$ cat config.mk
export PLATFORM = sky130hd
export DESIGN_NAME = step_seek_ctrl
export DESIGN_NICKNAME = d
export VERILOG_FILES = /design/src/rtl/step_seek_ctrl.sv
export SDC_FILE = /design/constraint.sdc
export NUM_CORES = 1
export LEC_CHECK = 0
export ABC_AREA = 1
export CORE_ASPECT_RATIO = 2
export CORE_MARGIN = 2
export CORE_UTILIZATION = 55
export CTS_BUF_LIST = sky130_fd_sc_hd__clkbuf_2 sky130_fd_sc_hd__clkbuf_4 sky130_fd_sc_hd__clkbuf_8
export CTS_CLUSTER_DIAMETER = 60
export DETAILED_ROUTE_END_ITERATION = 8
export PLACE_DENSITY = 0.78
export SKIP_CTS_REPAIR_TIMING = 1
export SLEW_MARGIN = 0
export SYNTH_ARGS = -nofsm -noshare
export SYNTH_HDL_FRONTEND = slang
export SYNTH_SLANG_ARGS = --single-unit
$ cat constraint.sdc
create_clock -name clk -period 3.7 [get_ports clk]
set_input_delay 1.11 -clock clk [delete_from_list [all_inputs] [get_ports clk]]
set_output_delay 1.11 -clock clk [all_outputs]
set_load 0.01 [all_outputs]
$ cat src/rtl/step_seek_ctrl.sv
// Host-side seek controller: generates STEP/DIR to move the floppy head to a
// requested track, or recalibrates to track 0 using the TR0 sensor.
module step_seek_ctrl #(
  parameter int unsigned PULSE_CYC  = 1000,
  parameter int unsigned RATE_CYC   = 60000,
  parameter int unsigned DIR_CYC    = 100,
  parameter int unsigned SETTLE_CYC = 300000,
  parameter int unsigned MAX_TRK    = 80,
  parameter int unsigned RECAL_MAX  = 85
) (
  input  logic       clk,
  input  logic       rst,
  input  logic       seek_start,
  input  logic       recal,
  input  logic [6:0] target_trk,
  input  logic       tr0_n,
  output logic       step_n,
  output logic       dir,
  output logic       busy,
  output logic       done,
  output logic       err,
  output logic [6:0] cur_trk,
  output logic       trk_valid
);

  localparam int unsigned RW = $clog2(RECAL_MAX + 1);

  typedef enum logic [2:0] {IDLE, DIRSET, PULSE, GAP, SETTLE} state_t;

  state_t        state_q, state_d;
  logic [31:0]   cnt_q, cnt_d;
  logic [RW-1:0] rcnt_q, rcnt_d;
  logic [6:0]    tgt_q, tgt_d;
  logic [6:0]    cur_trk_q, cur_trk_d;
  logic          is_recal_q, is_recal_d;
  logic          step_n_q, step_n_d;
  logic          dir_q, dir_d;
  logic          busy_q, busy_d;
  logic          done_q, done_d;
  logic          err_q, err_d;
  logic          trk_valid_q, trk_valid_d;
  logic          tr0_s1_q, tr0_s2_q;
  logic          tr0_act;
  logic          tmo;

  assign tr0_act = ~tr0_s2_q;
  assign tmo     = (cnt_q == '0);

  always_comb begin
    state_d     = state_q;
    cnt_d       = tmo ? '0 : cnt_q - 32'd1;
    rcnt_d      = rcnt_q;
    tgt_d       = tgt_q;
    cur_trk_d   = cur_trk_q;
    is_recal_d  = is_recal_q;
    step_n_d    = step_n_q;
    dir_d       = dir_q;
    busy_d      = busy_q;
    done_d      = 1'b0;
    err_d       = 1'b0;
    trk_valid_d = trk_valid_q;

    case (state_q)
      IDLE: begin
        if (recal) begin
          is_recal_d = 1'b1;
          dir_d      = 1'b1;
          busy_d     = 1'b1;
          rcnt_d     = '0;
          state_d    = DIRSET;
          cnt_d      = 32'(DIR_CYC - 1);
        end else if (seek_start) begin
          if (!trk_valid_q || (32'(target_trk) >= MAX_TRK)) begin
            err_d = 1'b1;
          end else if (target_trk == cur_trk_q) begin
            done_d = 1'b1;
          end else begin
            is_recal_d = 1'b0;
            tgt_d      = target_trk;
            dir_d      = (target_trk < cur_trk_q);
            busy_d     = 1'b1;
            state_d    = DIRSET;
            cnt_d      = 32'(DIR_CYC - 1);
          end
        end
      end
      DIRSET: begin
        if (tmo) begin
          if (is_recal_q && tr0_act) begin
            state_d = SETTLE;
            cnt_d   = 32'(SETTLE_CYC - 1);
          end else begin
            state_d  = PULSE;
            step_n_d = 1'b0;
            cnt_d    = 32'(PULSE_CYC - 1);
          end
        end
      end
      PULSE: begin
        if (tmo) begin
          state_d  = GAP;
          step_n_d = 1'b1;
          cnt_d    = 32'(RATE_CYC - 1);
          // Position moves with the rising edge, which is when the drive steps.
          if (is_recal_q) rcnt_d = rcnt_q + RW'(1);
          else if (dir_q) cur_trk_d = cur_trk_q - 7'd1;
          else            cur_trk_d = cur_trk_q + 7'd1;
        end
      end
      GAP: begin
        if (tmo) begin
          if (is_recal_q ? tr0_act : (cur_trk_q == tgt_q)) begin
            state_d = SETTLE;
            cnt_d   = 32'(SETTLE_CYC - 1);
          end else if (is_recal_q && (rcnt_q == RW'(RECAL_MAX))) begin
            state_d     = IDLE;
            err_d       = 1'b1;
            busy_d      = 1'b0;
            trk_valid_d = 1'b0;
          end else begin
            state_d  = PULSE;
            step_n_d = 1'b0;
            cnt_d    = 32'(PULSE_CYC - 1);
          end
        end
      end
      SETTLE: begin
        if (tmo) begin
          state_d = IDLE;
          done_d  = 1'b1;
          busy_d  = 1'b0;
          if (is_recal_q) begin
            cur_trk_d   = '0;
            trk_valid_d = 1'b1;
          end
        end
      end
      default: state_d = IDLE;
    endcase
  end

  always_ff @(posedge clk or posedge rst) begin
    if (rst) begin
      state_q     <= IDLE;
      cnt_q       <= '0;
      rcnt_q      <= '0;
      tgt_q       <= '0;
      cur_trk_q   <= '0;
      is_recal_q  <= 1'b0;
      step_n_q    <= 1'b1;
      dir_q       <= 1'b1;
      busy_q      <= 1'b0;
      done_q      <= 1'b0;
      err_q       <= 1'b0;
      trk_valid_q <= 1'b0;
      tr0_s1_q    <= 1'b1;
      tr0_s2_q    <= 1'b1;
    end else begin
      state_q     <= state_d;
      cnt_q       <= cnt_d;
      rcnt_q      <= rcnt_d;
      tgt_q       <= tgt_d;
      cur_trk_q   <= cur_trk_d;
      is_recal_q  <= is_recal_d;
      step_n_q    <= step_n_d;
      dir_q       <= dir_d;
      busy_q      <= busy_d;
      done_q      <= done_d;
      err_q       <= err_d;
      trk_valid_q <= trk_valid_d;
      tr0_s1_q    <= tr0_n;
      tr0_s2_q    <= tr0_s1_q;
    end
  end

  assign step_n    = step_n_q;
  assign dir       = dir_q;
  assign busy      = busy_q;
  assign done      = done_q;
  assign err       = err_q;
  assign cur_trk   = cur_trk_q;
  assign trk_valid = trk_valid_q;

endmodule

==> results.txt <==
----------------------------------------------------
[Outcome]
  Outcome ... finished clean

[Synth]
  Most numerous cell types in the synthesized netlist ... nand2_1 (126), nor2_1 (76), inv_1 (70)
  Post-synthesis register bit count ... 65
  Distinct cell type count after synthesis ... 39
  Part of the Yosys area used for sequential elements ... 0.396
  Leading area contributor after synthesis ... dfrtp_1
  EDFF count, synth ... 0
  Predominant post-synthesis flop cell ... dfrtp_1
  Area fraction of the dominant cell type after synthesis ... 0.370
  Post-Synthesis Cell Area ... 4120 um^2
  Synthesized net count ... 567
  Count leader, synth ... nand2_1
  Mean area per synthesized cell ... 7.64 um^2
  Leading post-synthesis cells by cell area ... dfrtp_1 (37%), nand2_1 (11%), nor2_1 (6.9%)
  Number of warnings printed during yosys synthesis ... 0
  Proportion of synthesized flip-flops having asynchronous set or reset ... 1.00
  Cell count after synthesis ... 539

[CTS]
  Largest buffer count on any clock path ... 2
  Sinks on the clock net ... 65
  Number of clock buffers inserted by TritonCTS ... 9
  Number of levels in the clock H-tree ... 3
  Later-pin clock latency in the skew report ... 0.36 ns
  Clock root buffer master ... clkbuf_8
  CTS tree ... done
  Reg clk slew, reported paths ... 0.07 ns

[GRT]
  Overflow left after global routing ... 0
  GRT Total Usage ... 0.256
  First-pass GRT wire length ... 16,200 um
  Via count of the first global-routing pass ... 3,669
  Antenna violations before repair ... 0
  Pin count of the biggest net entering global routing ... 39

[Hold path]
  Endpoint of the worst hold path ... tr0_s2_q$_DFF_PP1_
  Path class of the lowest-slack min-delay path ... reg2reg
  Launch instance of the worst min-delay path ... tr0_s1_q$_DFF_PP1_
  Instance count along the most critical hold path ... 0

[Timing]
  Fin Setup TNS ... 0 ns
  Slew at the pin closest to its max-slew limit ... 0.594 ns
  Worst slew margin ... 0.603
  Time the worst path needs with I/O delays and setup ... 2.77 ns
  Setup violations, final ... 0
  Max Clock Skew ... 0.0106 ns
  Fmax ... 361 MHz
  WHS ... 0.356 ns
  Unrepaired setup endpoints after global routing ... no
  Post-route fraction of the period consumed by the critical path ... 0.749
  Final Hold Vio Count ... 0
  Count of final max-slew check failures ... 0

[Floorplan]
  Area enclosed by the die boundary ... 8240 um^2
  FP Rows ... 44
  # IOs ... 25
  Core footprint ... 7270 um^2
  Vert. Die Dim ... 126 um
  Starting density of the core ... 0.567
  Die outline width ... 65.2 um

[Power and ir drop]
  Leak Pwr ... 2.17 nW
  Net Sw Frac ... 0.217
  Cell Int Power ... 0.00109 W
  Part of the power in registers ... 0.517
  Total power consumption of the routed design ... 0.00139 W
  Worst voltage drop across the vdd grid ... 239 uV
  Combinational power share ... 0.035
  Total power per unit cell area ... 297 nW/um^2
  Total net switching power ... 0.000301 W
  Clock network power share ... 0.447

[Setup path]
  Required arrival time at the worst endpoint ... 3.94 ns
  Worst R2R Path Depth ... 11
  Class of the most critical setup path ... in2reg
  WP data arrival ... 3.02 ns
  Startpoint type of the worst setup path ... input port
  Category of the worst setup path capture point ... register
  Register-to-register setup slack ... 1.59 ns
  Biggest fanout along the worst timing path ... 18
  Worst flop-to-flop path startpoint ... cur_trk[3]$_DFFE_PP0P_
  Worst flop-to-flop path endpoint ... cnt_q[0]$_DFF_PP0_

[Finish]
  Number of antenna repair diodes ... 0
  Proportion of layout cells with a drive suffix above 1 ... 0.0903
  Fraction of the core area covered by cells at the end of the flow ... 0.643
  Net total in the final layout ... 599
  Layout Cells excl Fill ... 668
  Post-synthesis to final-layout area growth ... 13.4%

[Route]
  Total wire length after detailed routing ... 9430 um
  Routed length on met3 ... 335 um
  Total routed wire length on the met1 layer ... 3510 um
  Routed met2 length ... 5090 um
  Total via count after detailed routing ... 3,584
  Vias per cell ... 5.37
  Number of DRC markers after the initial detailed-route iteration ... 198
  Uppermost routed layer ... met4
  Routed length per placed instance ... 14.1 um
  Number of remaining DRC errors ... 0
  Pre-antenna DRT Iters ... 4
  Remaining number of nets flagged by the antenna check after routing ... 0

[Placed design]
  HPWL Detailed ... 7300 um
  DP Cell Count ... 652
  Routability-driven placement congestion ratio ... 1.04
  IO buf count ... 24

[Run]
  Total of max-cap violations ... 0

----------------------------------------------------
-- cell type report --
class / count / area (um^2)
Fill cell: 668 / 2600
Multi-Input combinational cell: 399 / 2200
Sequential cell: 65 / 1630
Inverter: 71 / 267
Timing Repair Buffer: 25 / 260
Clock buffer: 13 / 160
Tap cell: 92 / 115
Clock inverter: 3 / 40.0
-- worst max-delay path: stages --
cell and delay, ns:
clkdlybuf4s50_1 0.45, inv_1 0.06, ha_1 0.28, nand2_1 0.05, nor2_1 0.08, nand3_1 0.12
nand3_1 0.11, nand2_1 0.12, nand2_1 0.18, nand2_2 0.24, nor2_1 0.17, a21oi_1 0.05
-- stage by stage --
step                      instance area (um^2)  worst slack, ns
after global placement                    4470            0.648
final                                     4670            0.928
after detailed placement                  4470            0.527
after floorplan                           4120            0.970
after global routing                      4670            0.672
after CTS                                 4670            0.919
-- layer usage --
metal  vias up  track usage
li1       1787            -
met1      1665        0.264
met2        91        0.445
met3        41       0.0399
met4         0        0.201
met5         -            0
-- how the worst max path moves through the flow --
stage / cells after the start / slack (ns) / to / start
floorplan: 1 / 0.97 / busy$_DFFE_PP0P_ / rst
global placement: 12 / 0.65 / cnt_q[0]$_DFF_PP0_ / target_trk[0]
detailed placement: 12 / 0.53 / cnt_q[0]$_DFF_PP0_ / target_trk[0]
CTS: 12 / 0.92 / cnt_q[0]$_DFF_PP0_ / target_trk[0]
global route: 12 / 0.67 / cnt_q[0]$_DFF_PP0_ / target_trk[0]
finish: 12 / 0.93 / cnt_q[0]$_DFF_PP0_ / target_trk[0]
-- layout by cell type (no fill, tap or decap), drive strengths merged, types with 2 or more instances in the layout --
| cell type | count |
|---|---|
| xor2 | 26 |
| clkbuf | 13 |
| a31oi | 3 |
| a21boi | 2 |
| dfstp | 4 |
| ha | 15 |
| clkinv | 2 |
| nand3 | 33 |
| dfrtp | 61 |
| nor4 | 2 |
| nand2 | 132 |
| nand4 | 14 |
| xnor2 | 9 |
| nor2 | 92 |
| inv | 71 |
| nor3 | 6 |
| clkdlybuf4s50 | 24 |
| o21ai | 35 |
| a21oi | 16 |
| o22ai | 3 |
-- registers in the layout, indices dropped and copies added, names as in the netlist, 3 cells and up --
signal,flops
cnt_q,32
state_q,3
cur_trk,7
rcnt_q,7
tgt_q,7
-- cell families (layout without fill, tap and decap cells) --
logic type,count (synthesis),count (layout),share of synthesized area
DFF,65,65,0.396
xor gates and xnor gates,35,35,0.0744
and+or+nand+nor,283,283,0.317
adders and majority gates,16,16,0.0504
AOI/OAI and AO/OA,65,65,0.0914
buffers and inverters,75,112,0.0708
-- power by group through the flow --
stage	registers [W]	clock network (W)	logic, W
after floorplan	0.000730	0	0.0000251
final	0.000717	0.000620	0.0000491
after global placement	0.000730	0	0.0000485
after global routing	0.000717	0.000656	0.0000560
after CTS	0.000717	0.000626	0.0000506
after detailed placement	0.000730	0	0.0000498
Power figures use the tool's default switching activity.
